<file path="src/rtl/spi_slave_ctrl.sv">
// SPI slave controller: oversampled SPI front end, TX byte fetch from a host FIFO,
// RX byte delivery to the host, mode/timeout configuration port and SCK inactivity timeout.
module spi_slave_ctrl #(
    parameter int unsigned DATA_WIDTH      = 8,
    parameter int unsigned TIMEOUT_DEFAULT = 127,
    parameter int unsigned TIMEOUT_SCALE   = 16
) (
    input  logic                  clk,
    input  logic                  rst,
    output logic                  fifo_req_data,
    input  logic [DATA_WIDTH-1:0] fifo_din,
    input  logic                  fifo_din_valid,
    input  logic                  fifo_empty,
    input  logic [7:0]            reg_din,
    input  logic                  reg_din_val,
    output logic                  reg_ack,
    output logic                  timeout,
    output logic                  busy,
    output logic                  interrupt,
    output logic [DATA_WIDTH-1:0] dout,
    output logic                  dout_valid,
    input  logic                  spi_clk,
    input  logic                  spi_mosi,
    output logic                  spi_miso,
    input  logic                  spi_ss
);

    localparam int unsigned BIT_W     = $clog2(DATA_WIDTH);
    localparam int unsigned TO_W      = $clog2(127 * TIMEOUT_SCALE + 1);
    localparam int unsigned LOAD_WAIT = 4;

    typedef enum logic [1:0] {
        S_IDLE,
        S_LOAD,
        S_XFER
    } state_t;

    state_t state, state_next;

    logic [1:0] sck_sync, mosi_sync, ss_sync;
    logic       sck_d, ss_d;

    logic       cpol, cpha;
    logic [6:0] to_field;
    logic       mode_pend, to_pend;
    logic [1:0] mode_pend_val;
    logic [6:0] to_pend_val;

    logic [BIT_W-1:0]      bit_cnt;
    logic [DATA_WIDTH-1:0] rx_sr, tx_sr;
    logic [2:0]            wait_cnt;
    logic [TO_W-1:0]       to_cnt, to_limit;
    logic                  timed_out;

    logic sck_rise, sck_fall, sck_edge, lead_edge, trail_edge;
    logic ss_fall, ss_rise;
    logic sample_edge, shift_edge, byte_done, to_fire, apply_now;
    logic req_fetch, load_fifo, load_zero, end_xfer;

    // SS synchronisers reset to the asserted level so a master still holding SS low
    // across a reset is not mistaken for a new transaction.
    always_ff @(posedge clk or negedge rst) begin
        if (!rst) begin
            sck_sync  <= '0;
            mosi_sync <= '0;
            ss_sync   <= '0;
            sck_d     <= 1'b0;
            ss_d      <= 1'b0;
        end else begin
            sck_sync  <= {sck_sync[0], spi_clk};
            mosi_sync <= {mosi_sync[0], spi_mosi};
            ss_sync   <= {ss_sync[0], spi_ss};
            sck_d     <= sck_sync[1];
            ss_d      <= ss_sync[1];
        end
    end

    assign busy       = (state != S_IDLE);
    assign sck_rise   = sck_sync[1] & ~sck_d;
    assign sck_fall   = ~sck_sync[1] & sck_d;
    assign sck_edge   = sck_rise | sck_fall;
    assign lead_edge  = cpol ? sck_fall : sck_rise;
    assign trail_edge = cpol ? sck_rise : sck_fall;
    assign ss_fall    = ss_d & ~ss_sync[1];
    assign ss_rise    = ~ss_d & ss_sync[1];

    // The MISO edge that coincides with bit 0 of a byte is skipped: for CPHA=0 it follows
    // the final sample (next byte already loaded), for CPHA=1 the MSB is already showing.
    assign sample_edge = busy & (cpha ? trail_edge : lead_edge);
    assign shift_edge  = busy & (cpha ? lead_edge : trail_edge) & (bit_cnt != '0);
    assign byte_done   = sample_edge & (bit_cnt == BIT_W'(DATA_WIDTH - 1));

    assign to_limit = TO_W'(to_field) * TO_W'(TIMEOUT_SCALE);
    assign to_fire  = busy & ~timed_out & (to_field != '0) & ~sck_edge & (to_cnt == to_limit);

    assign spi_miso = busy & tx_sr[DATA_WIDTH-1];

    always_ff @(posedge clk or negedge rst) begin
        if (!rst) begin
            state <= S_IDLE;
        end else begin
            state <= state_next;
        end
    end

    always_comb begin
        state_next = state;
        req_fetch  = 1'b0;
        load_fifo  = 1'b0;
        load_zero  = 1'b0;
        end_xfer   = 1'b0;
        case (state)
            S_IDLE: begin
                if (ss_fall) begin
                    if (!fifo_empty) begin
                        req_fetch  = 1'b1;
                        state_next = S_LOAD;
                    end else begin
                        load_zero  = 1'b1;
                        state_next = S_XFER;
                    end
                end
            end
            S_LOAD: begin
                if (ss_rise) begin
                    end_xfer   = 1'b1;
                    state_next = S_IDLE;
                end else if (fifo_din_valid) begin
                    load_fifo  = 1'b1;
                    state_next = S_XFER;
                end else if (wait_cnt == 3'(LOAD_WAIT - 1)) begin
                    load_zero  = 1'b1;
                    state_next = S_XFER;
                end
            end
            S_XFER: begin
                if (ss_rise) begin
                    end_xfer   = 1'b1;
                    state_next = S_IDLE;
                end else if (byte_done) begin
                    if (!fifo_empty) begin
                        req_fetch  = 1'b1;
                        state_next = S_LOAD;
                    end else begin
                        load_zero = 1'b1;
                    end
                end
            end
            default: state_next = S_IDLE;
        endcase
    end

    always_ff @(posedge clk or negedge rst) begin
        if (!rst) begin
            wait_cnt <= '0;
        end else if (req_fetch) begin
            wait_cnt <= '0;
        end else if (state == S_LOAD) begin
            wait_cnt <= wait_cnt + 3'd1;
        end
    end

    // Writes arriving mid-transaction are parked and take effect as busy falls;
    // a write in the very cycle busy falls is applied directly.
    assign apply_now = ~busy | end_xfer;

    always_ff @(posedge clk or negedge rst) begin
        if (!rst) begin
            reg_ack       <= 1'b0;
            cpol          <= 1'b0;
            cpha          <= 1'b0;
            to_field      <= 7'(TIMEOUT_DEFAULT);
            mode_pend     <= 1'b0;
            to_pend       <= 1'b0;
            mode_pend_val <= '0;
            to_pend_val   <= '0;
        end else begin
            reg_ack <= reg_din_val;
            if (end_xfer) begin
                if (mode_pend) begin
                    {cpol, cpha} <= mode_pend_val;
                end
                if (to_pend) begin
                    to_field <= to_pend_val;
                end
                mode_pend <= 1'b0;
                to_pend   <= 1'b0;
            end
            if (reg_din_val) begin
                if (reg_din[7]) begin
                    if (apply_now) begin
                        to_field <= reg_din[6:0];
                    end else begin
                        to_pend     <= 1'b1;
                        to_pend_val <= reg_din[6:0];
                    end
                end else begin
                    if (apply_now) begin
                        {cpol, cpha} <= reg_din[1:0];
                    end else begin
                        mode_pend     <= 1'b1;
                        mode_pend_val <= reg_din[1:0];
                    end
                end
            end
        end
    end

    // After a timeout the counter parks until the next SCK edge so it pulses only once.
    always_ff @(posedge clk or negedge rst) begin
        if (!rst) begin
            to_cnt    <= '0;
            timed_out <= 1'b0;
            timeout   <= 1'b0;
        end else begin
            timeout <= to_fire;
            if (!busy || sck_edge) begin
                to_cnt    <= '0;
                timed_out <= 1'b0;
            end else if (to_fire) begin
                to_cnt    <= '0;
                timed_out <= 1'b1;
            end else if (!timed_out && to_field != '0) begin
                to_cnt <= to_cnt + 1'b1;
            end
        end
    end

    always_ff @(posedge clk or negedge rst) begin
        if (!rst) begin
            bit_cnt       <= '0;
            rx_sr         <= '0;
            tx_sr         <= '0;
            dout          <= '0;
            dout_valid    <= 1'b0;
            fifo_req_data <= 1'b0;
            interrupt     <= 1'b0;
        end else begin
            fifo_req_data <= req_fetch;
            interrupt     <= end_xfer;
            dout_valid    <= byte_done;
            if (byte_done) begin
                dout <= {rx_sr[DATA_WIDTH-2:0], mosi_sync[1]};
            end
            if (end_xfer || to_fire) begin
                bit_cnt <= '0;
                rx_sr   <= '0;
            end else if (sample_edge) begin
                rx_sr   <= {rx_sr[DATA_WIDTH-2:0], mosi_sync[1]};
                bit_cnt <= byte_done ? '0 : bit_cnt + 1'b1;
            end
            if (end_xfer || load_zero) begin
                tx_sr <= '0;
            end else if (load_fifo) begin
                tx_sr <= fifo_din;
            end else if (shift_edge) begin
                tx_sr <= {tx_sr[DATA_WIDTH-2:0], 1'b0};
            end
        end
    end

endmodule

</file>
<file path="config.mk">
export PLATFORM = sky130hd
export DESIGN_NAME = spi_slave_ctrl
export DESIGN_NICKNAME = d
export VERILOG_FILES = /design/src/rtl/spi_slave_ctrl.sv
export SDC_FILE = /design/constraint.sdc
export NUM_CORES = 1
export LEC_CHECK = 0
export BUFFER_PORTS_ARGS = -buffer_cell sky130_fd_sc_hd__buf_4
export CORE_UTILIZATION = 25
export DETAILED_ROUTE_END_ITERATION = 12
export GPL_ROUTABILITY_DRIVEN = 0
export PLACE_DENSITY = 0.43
export SLEW_MARGIN = 20
export SYNTH_ARGS = -nofsm -noshare
export SYNTH_HDL_FRONTEND = slang
export SYNTH_SLANG_ARGS = --single-unit
</file>
<file path="constraint.sdc">
create_clock -name clk -period 4.7 [get_ports clk]
set_clock_uncertainty 0.1 [all_clocks]
set_input_delay 0.94 -clock clk [delete_from_list [all_inputs] [get_ports clk]]
set_output_delay 0.94 -clock clk [all_outputs]
set_load 0.02 [all_outputs]
</file>
==> flow_summary.yaml <==
clock_tree:
  postCtsHoldBufs: 0
  clock_sinks: 76
  cts-resized-gates: 0
  clk_pin_slew_worst_paths_ns: 0.06
  clk_path_buf_depth: 2
  cts_root_buffer: "clkbuf_16"
  cts_setup_buffers: 0
  cts_buffers: 9
  tritoncts: "built"
  ctsHtreeMaxLevel: 3
  clock_latency_ns: 0.33
drt:
  routed_via_density: 4.28
  wl_met2_mm: 3.30
  wl_met3_um: 274
  firstDrtPassIters: 4
  wl_per_cell_um: 13.0
  drtIter0Drc: 76
  ant_nets: 0
  finalWirelength_mm: 7.05
  m1WireLength_mm: 3.34
  vias: 2313
  top_layer: "met4"
  drc: 0
synthesis:
  yosys_warnings: 0
  synth.avg_cell_area_um2: 11.4
  synthesis.area_um2: 3580
  synth_cell_types: 36
  syn_nets: 350
  synthCells: 313
  synth-seq-area-share: 0.534
  synth-seq-cells: 76
sta:
  fin_crit_ns: 2.85
  hold_viol: 0
  setup_violations: 0
  slew-limit-headroom: 0.362
  tightestPinTransition_ns: 0.957
  finalCritPeriodShare: 0.606
  setup_tns_ns: 0
  grt_setup_unrepaired: "no"
  clock.fmax_mhz: 351
  maxSlewViolCount: 0
grt:
  antenna_found_initial: 0
  grt_pass1_wl_mm: 12.1
  grt_pass1_vias: 2476
  grt.total_usage: 0.107
  grt.overflow.total: 0
  grt_start_max_net_pins: 77
layout:
  ff_latch_area_um2: 1910
  antennaDiodeCount: 0
  layout-drive-gt1-share: 0.260
  fin_nets: 393
  final_cell_area_um2: 4400
  area_growth_pct: 22.8
  multiInputGateArea_um2: 1580
  nFillCells: 1435
floorplanning:
  core_area_um2: 13900
  initial_core_util: 0.257
  dieArea_um2: 14800
  ios: 39
  die_x_um: 122
  rows: 43
  dieHeight_um: 122
place:
  io_buffers: 38
  hpwlAfterDp_mm: 4.90
  place_area_um2: 4060
setup_path:
  arrival_ns: 1.81
  path_max_fanout: 16
  start_kind: "register"
  crit_path_end_kind: "output pin"
  reg2reg_depth: 7
  path_class: "reg -> out"
  required_ns: 3.66
power_and_ir_drop:
  leakage_uw: 0.00206
  vdd_drop_max_mv: 0.226
  p_per_area_nw_per_um2: 561
  totalPowerFinal_uw: 2470
run_status:
  status: "finished, final reports clean"
min_path:
  holdPathStages: 0
  hold_path.class: "reg -> reg"
flow_run:
  cap_violations: 0
state kept, by name, indices dropped and copies added, names as in the netlist, 2 cells and up:
signal / flops
bit_cnt: 3
dout: 8
mode_pend_val: 2
mosi_sync: 2
rx_sr: 7
sck_sync: 2
ss_sync: 2
state: 2
to_cnt: 11
to_field: 7
to_pend_val: 7
tx_sr: 8
wait_cnt: 3
metal layers:
layer | up-vias | track usage
met2 | 35 | 0.170
li1 | 1161 | -
met4 | 0 | 0.0532
met1 | 1103 | 0.133
met3 | 14 | 0.0304
met5 | - | 0
final cells by class:
cell class	instances	area share
sequential	76	0.435
multi-input combinational	216	0.360
timing repair buffer	38	0.0649
clock buffer	12	0.0606
tap	180	0.0512
clock inverter	4	0.0159
inverter	15	0.0128
synthesized netlist by cell type, drive strengths merged:
master | number | area share
a211oi | 9 | 0.029
a21o | 1 | 0.0021
a21oi | 16 | 0.022
a221oi | 1 | 0.0073
a2bb2oi | 1 | 0.0024
a311o | 1 | 0.0031
and3 | 4 | 0.0070
buf | 2 | 0.0045
clkbuf | 4 | 0.0042
dfrtp | 69 | 0.48
dfstp | 7 | 0.051
ha | 13 | 0.045
inv | 15 | 0.016
mux2 | 20 | 0.063
mux2i | 25 | 0.071
nand2 | 19 | 0.021
nand2b | 1 | 0.0017
nand3 | 8 | 0.011
nand3b | 7 | 0.015
nand4 | 5 | 0.0087
nor2 | 47 | 0.051
nor2b | 3 | 0.0052
nor3 | 3 | 0.0042
nor3b | 2 | 0.0042
nor4 | 2 | 0.0035
o21ai | 6 | 0.0084
o311ai | 1 | 0.0024
o31a | 1 | 0.0024
xnor2 | 4 | 0.0098
xor2 | 16 | 0.041
power breakdown:
part           internal, uW  switching (uW)  leakage [uW]  total (uW)
Sequential              860             129      0.000965         989
Clock                   506             257      0.000169         763
Combinational           333             380      0.000927         712
metrics by stage:
stage | setup WS, ns | std cells | util | hold slack, ns
floorplan | 2.39 | 313 | - | 0.231
global placement | 2.23 | 525 | 0.291 | 0.237
detailed placement | 2.20 | 525 | 0.291 | 0.238
CTS | 1.84 | 541 | 0.316 | 0.250
global route | 1.74 | 541 | 0.316 | 0.261
finish | 1.85 | 541 | 0.316 | 0.249
worst max-delay path, stage by stage (launching register included):
cell and delay [ns]:
dfrtp_1 0.41, inv_1 0.09, ha_1 0.58, inv_1 0.19, buf_4 0.21
cell usage in the layout, fill, tap and decap left out:
cell type,Yosys,final
nor2b_1,3,3
nor3b_1,2,2
o21ai_0,6,6
a211oi_1,2,2
clkinv_2,0,2
clkbuf_16,0,9
dfrtp_1,69,69
nor3_1,3,3
buf_4,0,38
xor2_2,1,1
nand3b_1,7,7
ha_1,13,13
a21o_1,1,1
bufinv_16,0,2
o311ai_0,1,1
a311o_2,1,1
inv_1,15,15
clkbuf_8,0,3
xor2_1,15,15
nand2b_1,1,1
nor4_1,2,2
a221oi_4,1,1
a211oi_2,7,7
and3_1,4,4
nor2_4,1,1
mux2i_2,1,1
nand3_1,8,8
a2bb2oi_1,1,1
dfstp_2,7,7
mux2_2,20,20
a21oi_1,16,16
nand4_1,5,5
nor2_1,46,46
mux2i_1,24,24
nand2_1,18,18
nand2_2,1,1
o31a_1,1,1
xnor2_1,4,4
worst paths after layout:
| path | startpoint | endpoint | slack (ns) |
|---|---|---|---|
| max | state[0] | busy | 1.85 |
| min | ss_sync[0] | ss_sync[1] | 0.25 |
| min reg2reg | ss_sync[0] | ss_sync[1] | 0.25 |
| min in group asynchronous | rst | dout[2] | 0.65 |
| max reg2reg | state[0] | state[0] | 2.21 |
| max in group asynchronous | rst | to_cnt[0] | 3.21 |
kinds of logic (layout without fill, tap and decap cells):
logic type / after synthesis / in the layout / synth area share
and+or+nand+nor: 101 / 101 / 0.132
muxes: 45 / 45 / 0.134
DFF: 76 / 76 / 0.534
AOI/OAI and AO/OA: 37 / 37 / 0.0793
adders and majority gates: 13 / 13 / 0.0454
xor gates and xnor gates: 20 / 20 / 0.0510
buffers and inverters: 21 / 69 / 0.0245
Note: power is estimated with default switching activity, not from simulation.
